### src/rtl/controller_if.sv
`default_nettype none
// ============================================================================
//  Module      : controller_if
//  Description : Bundle between the multicycle controller and its datapath.
//                The controller receives the current instruction byte and
//                drives every load enable, mux select, memory strobe, the
//                ALU function code and the halted flag.
//  Ports (master = controller side)
//    IRout        in   8  instruction register contents
//    IRld         out  1  load instruction register
//    TRld         out  1  load target (second byte) register
//    MDRld        out  1  load memory data register
//    DIld         out  1  load DI register from IR[4:0]
//    CZNld        out  1  load C/Z/N flags from ALU
//    RegWrite     out  1  register file write enable
//    pcWrite      out  1  PC update enable
//    jmpsignal    out  1  PC update uses conditional jump target
//    IorD         out  1  memory address: 0=PC, 1=TR target
//    memoryread   out  1  memory read strobe
//    memorywrite  out  1  memory write strobe
//    WASel        out  1  write address: 0=IR[3:2], 1=DI[4:3]
//    WDSel        out  1  write data: 0=MDR, 1=ALU
//    RA2Sel       out  1  read address 2: 0=IR[3:2], 1=DI[4:3]
//    ALU1Sel      out  1  ALU operand 1: 0=B, 1=zero
//    ALU2Sel      out  1  ALU operand 2: 0=MDR, 1=A
//    fun          out  2  ALU function code
//    halted       out  1  high while halted
//  Revision    : 1.0  initial release
// ============================================================================
interface controller_if;

  logic [7:0] IRout;
  logic       IRld;
  logic       TRld;
  logic       MDRld;
  logic       DIld;
  logic       CZNld;
  logic       RegWrite;
  logic       pcWrite;
  logic       jmpsignal;
  logic       IorD;
  logic       memoryread;
  logic       memorywrite;
  logic       WASel;
  logic       WDSel;
  logic       RA2Sel;
  logic       ALU1Sel;
  logic       ALU2Sel;
  logic [1:0] fun;
  logic       halted;

  // Controller side
  modport master (
    input  IRout,
    output IRld, TRld, MDRld, DIld, CZNld, RegWrite, pcWrite, jmpsignal,
    output IorD, memoryread, memorywrite, WASel, WDSel, RA2Sel,
    output ALU1Sel, ALU2Sel, fun, halted
  );

  // Datapath side
  modport slave (
    output IRout,
    input  IRld, TRld, MDRld, DIld, CZNld, RegWrite, pcWrite, jmpsignal,
    input  IorD, memoryread, memorywrite, WASel, WDSel, RA2Sel,
    input  ALU1Sel, ALU2Sel, fun, halted
  );

endinterface
`default_nettype wire

### src/rtl/controller.sv
`default_nettype none
// ============================================================================
//  Module      : controller
//  Description : Multicycle control FSM for an 8-bit accumulator-less
//                register machine. One state per clock; outputs are a pure
//                function of the state register and the instruction byte.
//                Instruction set (IR[7:5]):
//                  00x ALU op  fun=IR[5:4] Rd=IR[3:2] Rs=IR[1:0]
//                  010 SETDI   DI <= IR[4:0]
//                  011 NOP
//                  100 LDM     R[DI[4:3]] <= M[{IR[4:0],byte2}]
//                  101 STM     M[{IR[4:0],byte2}] <= R[DI[4:3]]
//                  110 JMPC    conditional on flag picked by DI[1:0]
//                  111 HLT
//  Ports
//    clk   in   1  rising-edge clock
//    rst   in   1  asynchronous active-high reset
//    bus   master modport of controller_if (instruction in, controls out)
//  Configuration
//    CONTROLLER_HALT_EN  defined   : HLT enters HALT until reset
//                        undefined : no HALT state, HLT behaves as NOP,
//                                    halted tied low
//  Revision    : 1.0  initial release
// ============================================================================
module controller (
  input  logic         clk,
  input  logic         rst,
  controller_if.master bus
);

  // --------------------------------------------------------------------------
  // State encoding
  // --------------------------------------------------------------------------
  typedef enum logic [3:0] {
    FETCH  = 4'd0,
    DECODE = 4'd1,
    FETCH2 = 4'd2,
    MEMRD  = 4'd3,
    WBM    = 4'd4,
    MEMWR  = 4'd5,
    ALUEX  = 4'd6,
    JMP    = 4'd7
`ifdef CONTROLLER_HALT_EN
    ,
    HALT   = 4'd8
`endif
  } state_t;

  // Major opcodes, IR[7:5]
  localparam logic [2:0] C_OP_SETDI = 3'b010;
  localparam logic [2:0] C_OP_NOP   = 3'b011;
  localparam logic [2:0] C_OP_LDM   = 3'b100;
  localparam logic [2:0] C_OP_STM   = 3'b101;
  localparam logic [2:0] C_OP_JMPC  = 3'b110;
`ifdef CONTROLLER_HALT_EN
  localparam logic [2:0] C_OP_HLT   = 3'b111;
`endif

  state_t r_state;
  state_t w_state_next;

  // --------------------------------------------------------------------------
  // Instruction decode
  // IR is only reloaded in FETCH, so these are stable for the whole
  // instruction once DECODE is reached.
  // --------------------------------------------------------------------------
  logic [2:0] w_opc;
  logic       w_is_alu;
  logic       w_is_setdi;
  logic       w_is_ldm;
  logic       w_is_stm;
  logic       w_is_jmpc;
  logic       w_is_two_byte;
`ifdef CONTROLLER_HALT_EN
  logic       w_is_hlt;
`endif

  assign w_opc         = bus.IRout[7:5];
  assign w_is_alu      = (w_opc[2:1] == 2'b00);
  assign w_is_setdi    = (w_opc == C_OP_SETDI);
  assign w_is_ldm      = (w_opc == C_OP_LDM);
  assign w_is_stm      = (w_opc == C_OP_STM);
  assign w_is_jmpc     = (w_opc == C_OP_JMPC);
  assign w_is_two_byte = w_is_ldm | w_is_stm | w_is_jmpc;
`ifdef CONTROLLER_HALT_EN
  assign w_is_hlt      = (w_opc == C_OP_HLT);
`endif

  // Register fields are consumed by the datapath, not here.
  logic w_unused_ir;
  assign w_unused_ir = &{1'b0, bus.IRout[3:0]};

  // --------------------------------------------------------------------------
  // State register
  // --------------------------------------------------------------------------
  always_ff @(posedge clk or posedge rst) begin
    if (rst) begin
      r_state <= FETCH;
    end else begin
      r_state <= w_state_next;
    end
  end

  // --------------------------------------------------------------------------
  // Next state and Moore outputs
  // --------------------------------------------------------------------------
  logic       w_irld;
  logic       w_trld;
  logic       w_mdrld;
  logic       w_dild;
  logic       w_cznld;
  logic       w_regwrite;
  logic       w_pcwrite;
  logic       w_jmpsignal;
  logic       w_iord;
  logic       w_memoryread;
  logic       w_memorywrite;
  logic       w_wasel;
  logic       w_wdsel;
  logic       w_ra2sel;
  logic       w_alu1sel;
  logic       w_alu2sel;
  logic [1:0] w_fun;
`ifdef CONTROLLER_HALT_EN
  logic       w_halted;
`endif

  always_comb begin
    w_state_next  = r_state;
    w_irld        = 1'b0;
    w_trld        = 1'b0;
    w_mdrld       = 1'b0;
    w_dild        = 1'b0;
    w_cznld       = 1'b0;
    w_regwrite    = 1'b0;
    w_pcwrite     = 1'b0;
    w_jmpsignal   = 1'b0;
    w_iord        = 1'b0;
    w_memoryread  = 1'b0;
    w_memorywrite = 1'b0;
    w_wasel       = 1'b0;
    w_wdsel       = 1'b0;
    w_ra2sel      = 1'b0;
    w_alu1sel     = 1'b0;
    w_alu2sel     = 1'b0;
    w_fun         = 2'b00;
`ifdef CONTROLLER_HALT_EN
    w_halted      = 1'b0;
`endif

    case (r_state)
      FETCH: begin
        // IR <= M[PC], PC <= PC + 1
        w_memoryread = 1'b1;
        w_irld       = 1'b1;
        w_pcwrite    = 1'b1;
        w_state_next = DECODE;
      end

      DECODE: begin
        if (w_is_alu) begin
          w_state_next = ALUEX;
        end else if (w_is_setdi) begin
          w_dild       = 1'b1;
          w_state_next = FETCH;
        end else if (w_is_two_byte) begin
          w_state_next = FETCH2;
`ifdef CONTROLLER_HALT_EN
        end else if (w_is_hlt) begin
          w_state_next = HALT;
`endif
        end else begin
          // NOP, and HLT when halting is not built in
          w_state_next = FETCH;
        end
      end

      FETCH2: begin
        // TR <= M[PC]. JMPC leaves PC on the address byte so that a
        // not-taken jump can step over it with a plain increment in JMP.
        w_memoryread = 1'b1;
        w_trld       = 1'b1;
        w_pcwrite    = ~w_is_jmpc;
        if (w_is_ldm) begin
          w_state_next = MEMRD;
        end else if (w_is_stm) begin
          w_state_next = MEMWR;
        end else begin
          w_state_next = JMP;
        end
      end

      MEMRD: begin
        // MDR <= M[target]
        w_memoryread = 1'b1;
        w_mdrld      = 1'b1;
        w_iord       = 1'b1;
        w_state_next = WBM;
      end

      WBM: begin
        // R[DI[4:3]] <= MDR
        w_regwrite   = 1'b1;
        w_wasel      = 1'b1;
        w_state_next = FETCH;
      end

      MEMWR: begin
        // M[target] <= R[DI[4:3]]
        w_memorywrite = 1'b1;
        w_iord        = 1'b1;
        w_ra2sel      = 1'b1;
        w_state_next  = FETCH;
      end

      ALUEX: begin
        // Rd <= A fun B, flags updated
        w_regwrite   = 1'b1;
        w_cznld      = 1'b1;
        w_wdsel      = 1'b1;
        w_alu2sel    = 1'b1;
        w_fun        = bus.IRout[5:4];
        w_state_next = FETCH;
      end

      JMP: begin
        // Datapath picks TR or PC+1 from the flag selected by DI[1:0]
        w_pcwrite    = 1'b1;
        w_jmpsignal  = 1'b1;
        w_state_next = FETCH;
      end

`ifdef CONTROLLER_HALT_EN
      HALT: begin
        w_halted     = 1'b1;
        w_state_next = HALT;
      end
`endif

      default: begin
        w_state_next = FETCH;
      end
    endcase
  end

  // --------------------------------------------------------------------------
  // Output drive. Reset masks everything combinationally so that FETCH's
  // enables are not visible while rst is held and a reset in the middle of
  // a memory write removes the strobe at once.
  // --------------------------------------------------------------------------
  assign bus.IRld        = w_irld        & ~rst;
  assign bus.TRld        = w_trld        & ~rst;
  assign bus.MDRld       = w_mdrld       & ~rst;
  assign bus.DIld        = w_dild        & ~rst;
  assign bus.CZNld       = w_cznld       & ~rst;
  assign bus.RegWrite    = w_regwrite    & ~rst;
  assign bus.pcWrite     = w_pcwrite     & ~rst;
  assign bus.jmpsignal   = w_jmpsignal   & ~rst;
  assign bus.IorD        = w_iord        & ~rst;
  assign bus.memoryread  = w_memoryread  & ~rst;
  assign bus.memorywrite = w_memorywrite & ~rst;
  assign bus.WASel       = w_wasel       & ~rst;
  assign bus.WDSel       = w_wdsel       & ~rst;
  assign bus.RA2Sel      = w_ra2sel      & ~rst;
  assign bus.ALU1Sel     = w_alu1sel     & ~rst;
  assign bus.ALU2Sel     = w_alu2sel     & ~rst;
  assign bus.fun         = w_fun         & {2{~rst}};
`ifdef CONTROLLER_HALT_EN
  assign bus.halted      = w_halted      & ~rst;
`else
  assign bus.halted      = 1'b0;
`endif

endmodule
`default_nettype wire

### src/flat_wrapper.sv
// flat-port wrapper written by rule: the top's interface ports become plain ports
module controller_flat 
  (clk, rst, bus_IRout, bus_IRld, bus_TRld, bus_MDRld, bus_DIld, bus_CZNld, bus_RegWrite, bus_pcWrite, bus_jmpsignal, bus_IorD, bus_memoryread, bus_memorywrite, bus_WASel, bus_WDSel, bus_RA2Sel, bus_ALU1Sel, bus_ALU2Sel, bus_fun, bus_halted);
  controller_if bus_i ();
  input  logic clk;
  input  logic rst;
  input wire logic [$bits(bus_i.IRout)-1:0] bus_IRout;
  output wire logic [$bits(bus_i.IRld)-1:0] bus_IRld;
  output wire logic [$bits(bus_i.TRld)-1:0] bus_TRld;
  output wire logic [$bits(bus_i.MDRld)-1:0] bus_MDRld;
  output wire logic [$bits(bus_i.DIld)-1:0] bus_DIld;
  output wire logic [$bits(bus_i.CZNld)-1:0] bus_CZNld;
  output wire logic [$bits(bus_i.RegWrite)-1:0] bus_RegWrite;
  output wire logic [$bits(bus_i.pcWrite)-1:0] bus_pcWrite;
  output wire logic [$bits(bus_i.jmpsignal)-1:0] bus_jmpsignal;
  output wire logic [$bits(bus_i.IorD)-1:0] bus_IorD;
  output wire logic [$bits(bus_i.memoryread)-1:0] bus_memoryread;
  output wire logic [$bits(bus_i.memorywrite)-1:0] bus_memorywrite;
  output wire logic [$bits(bus_i.WASel)-1:0] bus_WASel;
  output wire logic [$bits(bus_i.WDSel)-1:0] bus_WDSel;
  output wire logic [$bits(bus_i.RA2Sel)-1:0] bus_RA2Sel;
  output wire logic [$bits(bus_i.ALU1Sel)-1:0] bus_ALU1Sel;
  output wire logic [$bits(bus_i.ALU2Sel)-1:0] bus_ALU2Sel;
  output wire logic [$bits(bus_i.fun)-1:0] bus_fun;
  output wire logic [$bits(bus_i.halted)-1:0] bus_halted;
  assign bus_i.IRout = bus_IRout;
  assign bus_IRld = bus_i.IRld;
  assign bus_TRld = bus_i.TRld;
  assign bus_MDRld = bus_i.MDRld;
  assign bus_DIld = bus_i.DIld;
  assign bus_CZNld = bus_i.CZNld;
  assign bus_RegWrite = bus_i.RegWrite;
  assign bus_pcWrite = bus_i.pcWrite;
  assign bus_jmpsignal = bus_i.jmpsignal;
  assign bus_IorD = bus_i.IorD;
  assign bus_memoryread = bus_i.memoryread;
  assign bus_memorywrite = bus_i.memorywrite;
  assign bus_WASel = bus_i.WASel;
  assign bus_WDSel = bus_i.WDSel;
  assign bus_RA2Sel = bus_i.RA2Sel;
  assign bus_ALU1Sel = bus_i.ALU1Sel;
  assign bus_ALU2Sel = bus_i.ALU2Sel;
  assign bus_fun = bus_i.fun;
  assign bus_halted = bus_i.halted;
  controller u_core (.clk(clk), .rst(rst), .bus(bus_i));
endmodule
### config.mk
export PLATFORM = sky130hd
export DESIGN_NAME = controller_flat
export DESIGN_NICKNAME = d
export VERILOG_FILES = /design/src/rtl/controller_if.sv /design/src/rtl/controller.sv /design/src/flat_wrapper.sv
export SDC_FILE = /design/constraint.sdc
export NUM_CORES = 1
export LEC_CHECK = 0
export CORE_AREA = 2 2 39 41
export CTS_BUF_LIST = sky130_fd_sc_hd__clkbuf_16
export DETAILED_ROUTE_END_ITERATION = 10
export DIE_AREA = 0 0 41 43
export PLACE_DENSITY_LB_ADDON = 0.08
export SYNTH_ARGS = -nofsm -noshare
export SYNTH_HDL_FRONTEND = slang
export SYNTH_SLANG_ARGS = --single-unit
### constraint.sdc
create_clock -name clk -period 1.5 [get_ports clk]
set_input_delay 0.15 -clock clk [delete_from_list [all_inputs] [get_ports clk]]
set_output_delay 0.15 -clock clk [all_outputs]
set_load 0.02 [all_outputs]
# Yosys cells after proc, flatten, opt, wreduce, memory -nomap -nowiden
# Index checks and enable logic that the tools add are counted.
dict set report totals {
  regBits 4
  elab_cells 56
}
dict set report classes {
  eq_ne 11
  muxes 21
  bitwise_logic 17
  n_reduce_logical 6
}
# op count
set ops {}
lappend ops {{$eq 4x3->1 const B} 4}
lappend ops {{$pmux 4 s4} 1}
lappend ops {{$mux 1} 13}
lappend ops {{$and 1x1->1} 12}
lappend ops {{$mux 4} 3}
lappend ops {{$eq 3x3->1 const B} 3}
lappend ops {{$eq 4x2->1 const B} 2}
lappend ops {{$mux 2} 3}
lappend ops {{$reduce_or 2->1} 3}
lappend ops {{$eq 4x1->1 const B} 1}
lappend ops {{$logic_not 4->1} 1}
lappend ops {{$eq 3x2->1 const B} 1}
lappend ops {{$reduce_or 3->1} 1}
lappend ops {{$and 2x2->2} 1}
lappend ops {{$logic_not 2->1} 1}
lappend ops {{$not 1->1} 2}
lappend ops {{$or 1x1->1} 2}
lappend ops {{$pmux 1 s2} 1}

# Depth between registers and ports, before layout
dict set report logic_depth {
  depth_word 7
  depth_mapped 4
  ltp_nobuf 3
}

# Worst setup path after synthesis
# Ideal clock, no wire load.
dict set report synth_path {
  path_kind {reg2out}
  startpoint {register u_core.r_state[2]}
  endpoint {output port bus_memorywrite}
  t_arrival_ps 1427
  setup_slack_ps -77
  stages_incl_launch_ff 5
  path_buffers 2
  cell_sequence {dfrtp_1 clkbuf_1 nand2_1 nor3_1 buf_4}
}
dict set report synth_via {
  elab_chain_len 3
}
# element line_no
set synth_lines {}
lappend synth_lines {{from (decl)} controller.sv:59} ;# state_t r_state;
lappend synth_lines {{from (signal assigned)} controller.sv:100} ;# r_state <= w_state_next;
lappend synth_lines {{$eq 4x3->1} n/a}
lappend synth_lines {{$mux 1} n/a}
lappend synth_lines {{$and 1x1->1} n/a}
lappend synth_lines {{to (decl)} flat_wrapper.sv:18} ;# output wire logic [$bits(bus_i.memorywrite)-1:0] bus_memorywrite;
# Every way passes these cells.

# Final worst setup path
dict set report layout_path {
  startpoint {register u_core.r_state[1]}
  endpoint {output port bus_DIld}
}
dict set report layout_via {
  elab_chain_len 3
}
# element line_no
set layout_lines {}
lappend layout_lines {{$eq 4x1->1} controller.sv:151} ;# case (r_state)
lappend layout_lines {{$mux 1} controller.sv:151}
lappend layout_lines {{$and 1x1->1} controller.sv:254} ;# assign bus.DIld = w_dild & ~rst;
lappend layout_lines {{to (decl)} flat_wrapper.sv:11} ;# output wire logic [$bits(bus_i.DIld)-1:0] bus_DIld;
# Every way passes these cells.

==> results.json <==
{
  "status": "finished with violations",
  "violations": "setup timing",
  "muxShareOfSynthArea_pct": 0,
  "place_area_sq_um": 653,
  "synth.most_common_cell": "nor2_1",
  "insertion_delay_ps": 220,
  "clockBufferDepth": 2,
  "p_total_mw": 1.28,
  "synth-adder-area-share_pct": 0,
  "io_pins": 29,
  "synth_compound_area_share_pct": 13.5,
  "drive_above_1_share_pct": 54.9,
  "min_path_type": "in -> async",
  "worst-endpoint-arrival_ps": 1450,
  "finalHoldViolations": 0,
  "grt_overflow": 0,
  "maxCapViolCount": 0,
  "critPathMaxFanout": 2,
  "stdcell_count": 98,
  "multi_input_area_sq_um": 216,
  "track_usage_pct": 12.0,
  "synth_xor_area_share_pct": 2.70,
  "syn_to_final_growth_pct": 114,
  "yosys.area_share.simple_pct": 40.5,
  "dp_hpwl_um": 779,
  "top_regs": "u_core.r_state (3)",
  "initial_core_util_pct": 23.4,
  "cts_root_buffer": "clkbuf_16",
  "startpoint_type": "flip-flop",
  "ys_top_cells_by_count": "nor2_1 (6), buf_4 (5), nor3_1 (4)",
  "drt-total-wl_um": 991,
  "cts_tree": "yes",
  "initialDrtViolationCount": 1,
  "setup_viol": 1,
  "hold_buffers": 0,
  "synth_ff_type": "dfrtp_1",
  "power_density_nw_per_um2": 1840,
  "layout_setup_ws_ps": -105,
  "synth.distinct_cells": 26,
  "grt_pass1_vias": 369,
  "fp-row-count": 14,
  "path_clk_slew_ps": 30,
  "ys_ff_latch": 3,
  "clock_skew_ps": 1.35,
  "core_sq_um": 1380,
  "yosys_warnings": 0,
  "grt_max_degree": 8,
  "syn_area_per_cell_sq_um": 7.20,
  "grt_pass1_wl_um": 1410,
  "finalCritPeriodShare_pct": 107,
  "yosysTopAreaCell": "dfrtp_1",
  "antennaDiodeCount": 0,
  "synth-edff-count": 0,
  "syn_inst": 45,
  "layout_min_cycle_time_ps": 1600,
  "ff_latch_area_sq_um": 76.3,
  "via_count": 420,
  "drv_slew": 0,
  "cp_slowest_cell": "or4_4",
  "cts_buffers": 3,
  "dpl.cell_count": 93,
  "dieArea_sq_um": 1760,
  "syn_area_sq_um": 324,
  "htree_num_levels": 1,
  "wl_per_cell_um": 10.1,
  "die_h_um": 43,
  "largest_register": "u_core.r_state",
  "clock_sinks": 3,
  "fill_cells": 162,
  "gp_congestion": 0.670,
  "fin_area_sq_um": 694,
  "synth_area_leaders": "dfrtp_1 (23%), buf_4 (12%), nor2_1 (6.9%)",
  "largest_reg_flops": 3,
  "critPathMaxStageDelay_ps": 470,
  "route.detailed.drc": 0,
  "antenna_found_initial": 0,
  "cp-end-kind": "output pin",
  "crit_chain": "buf_6 > or4_4 > nor3_2 > buf_4",
  "seq_area_frac_synth_pct": 23.2,
  "fmax_mhz": 623,
  "layout.nets": 93,
  "critPathKind": "reg -> out",
  "drt.antenna.violating_nets": 0,
  "worst_ir_drop_vdd_v": 0.00119,
  "p_leak_nw": 0.376,
  "synthArstFlopShare_pct": 100,
  "hold_ws_ps": 138,
  "viasPerCell": 4.29,
  "synth_top_area_share_pct": 23.2,
  "synth_top_family_by_area": "simple AND/OR/NAND/NOR gates",
  "port_buffers": 22,
  "rsz0062_at_grt": "yes",
  "die_w_um": 41,
  "dr.pass1.iters": 4,
  "cp.required_ps": 1350
}
## report_power, final
group	switching (mW)	internal (mW)	total, mW	leakage [nW]
Clock	0.0752	0.344	0.419	0.0423
Combinational	0.345	0.354	0.699	0.297
Sequential	0.0410	0.121	0.162	0.0366
Total	0.462	0.818	1.28	0.376
## final timing paths
path                       cells past startpoint           endpoint  slack, ps               from
setup reg to reg                               4  u_core.r_state[1]        420  u_core.r_state[2]
setup / recovery                               4           bus_DIld       -100  u_core.r_state[1]
min in group clk                               3  u_core.r_state[1]        440       bus_IRout[6]
hold / removal                                 3  u_core.r_state[0]        140                rst
hold reg to reg                                2  u_core.r_state[2]        620  u_core.r_state[2]
max in group asynchronous                      3  u_core.r_state[2]       1260                rst
## cells by family after synthesis
logic type,after synthesis
xor+xnor,1
simple gates,23
other cells,1
compound gates,6
flops,3
buf+inv,11
## metal layers
metal | global-route usage (%) | wire, um | up-vias
li1 | - | - | 219
met1 | 12.3 | 430 | 184
met2 | 20.3 | 471 | 15
met3 | 2.09 | 70 | 2
met4 | 8.00 | 19 | 0
met5 | 0 | 0 | -
## stage by stage
step	utilization (%)	setup slack (ps)	setup TNS, ps
3_3_place_gp	47.2	-611	-5830
5_1_grt	50.2	-164	-202
3_5_place_dp	47.2	-625	-5430
2_1_floorplan	-	84.8	0
4_1_cts	51.8	-117	-129
6_report	50.2	-105	-105
## repair_timing
item,in CTS,in global routing
gates resized for setup,54,17
setup endpoints to repair,17,12
buffers inserted,1,0
pin swaps,2,0
## area by class of cell
| class | count | area share, % |
|---|---|---|
| multi-input cells | 32 | 31.2 |
| flip-flops and latches | 3 | 11.0 |
| well taps | 16 | 2.88 |
| repair buffers | 40 | 42.0 |
| clock inverters | 1 | 0.541 |
| clock buffers | 3 | 10.8 |
| inverters | 3 | 1.62 |
## worst max-delay path: cells and delay by family (launching register included)
| kind | cells | cell delay, ps |
|---|---|---|
| and+or+nand+nor | 2 | 580 |
| DFF | 1 | 380 |
| buffers and inverters | 2 | 280 |
## cells in the final DEF (no fill, tap or decap), types with 2 or more instances in the layout
cell	count
inv_1	3
conb_1	2
buf_6	3
nor3_1	2
nor3_2	3
dfrtp_1	2
buf_4	17
buf_2	7
clkdlybuf4s50_1	3
clkbuf_2	6
dlygate4sd2_1	4
nand2b_1	2
nor2_1	5
clkbuf_16	3
and2_1	2
(Power assumes the default switching activity.)
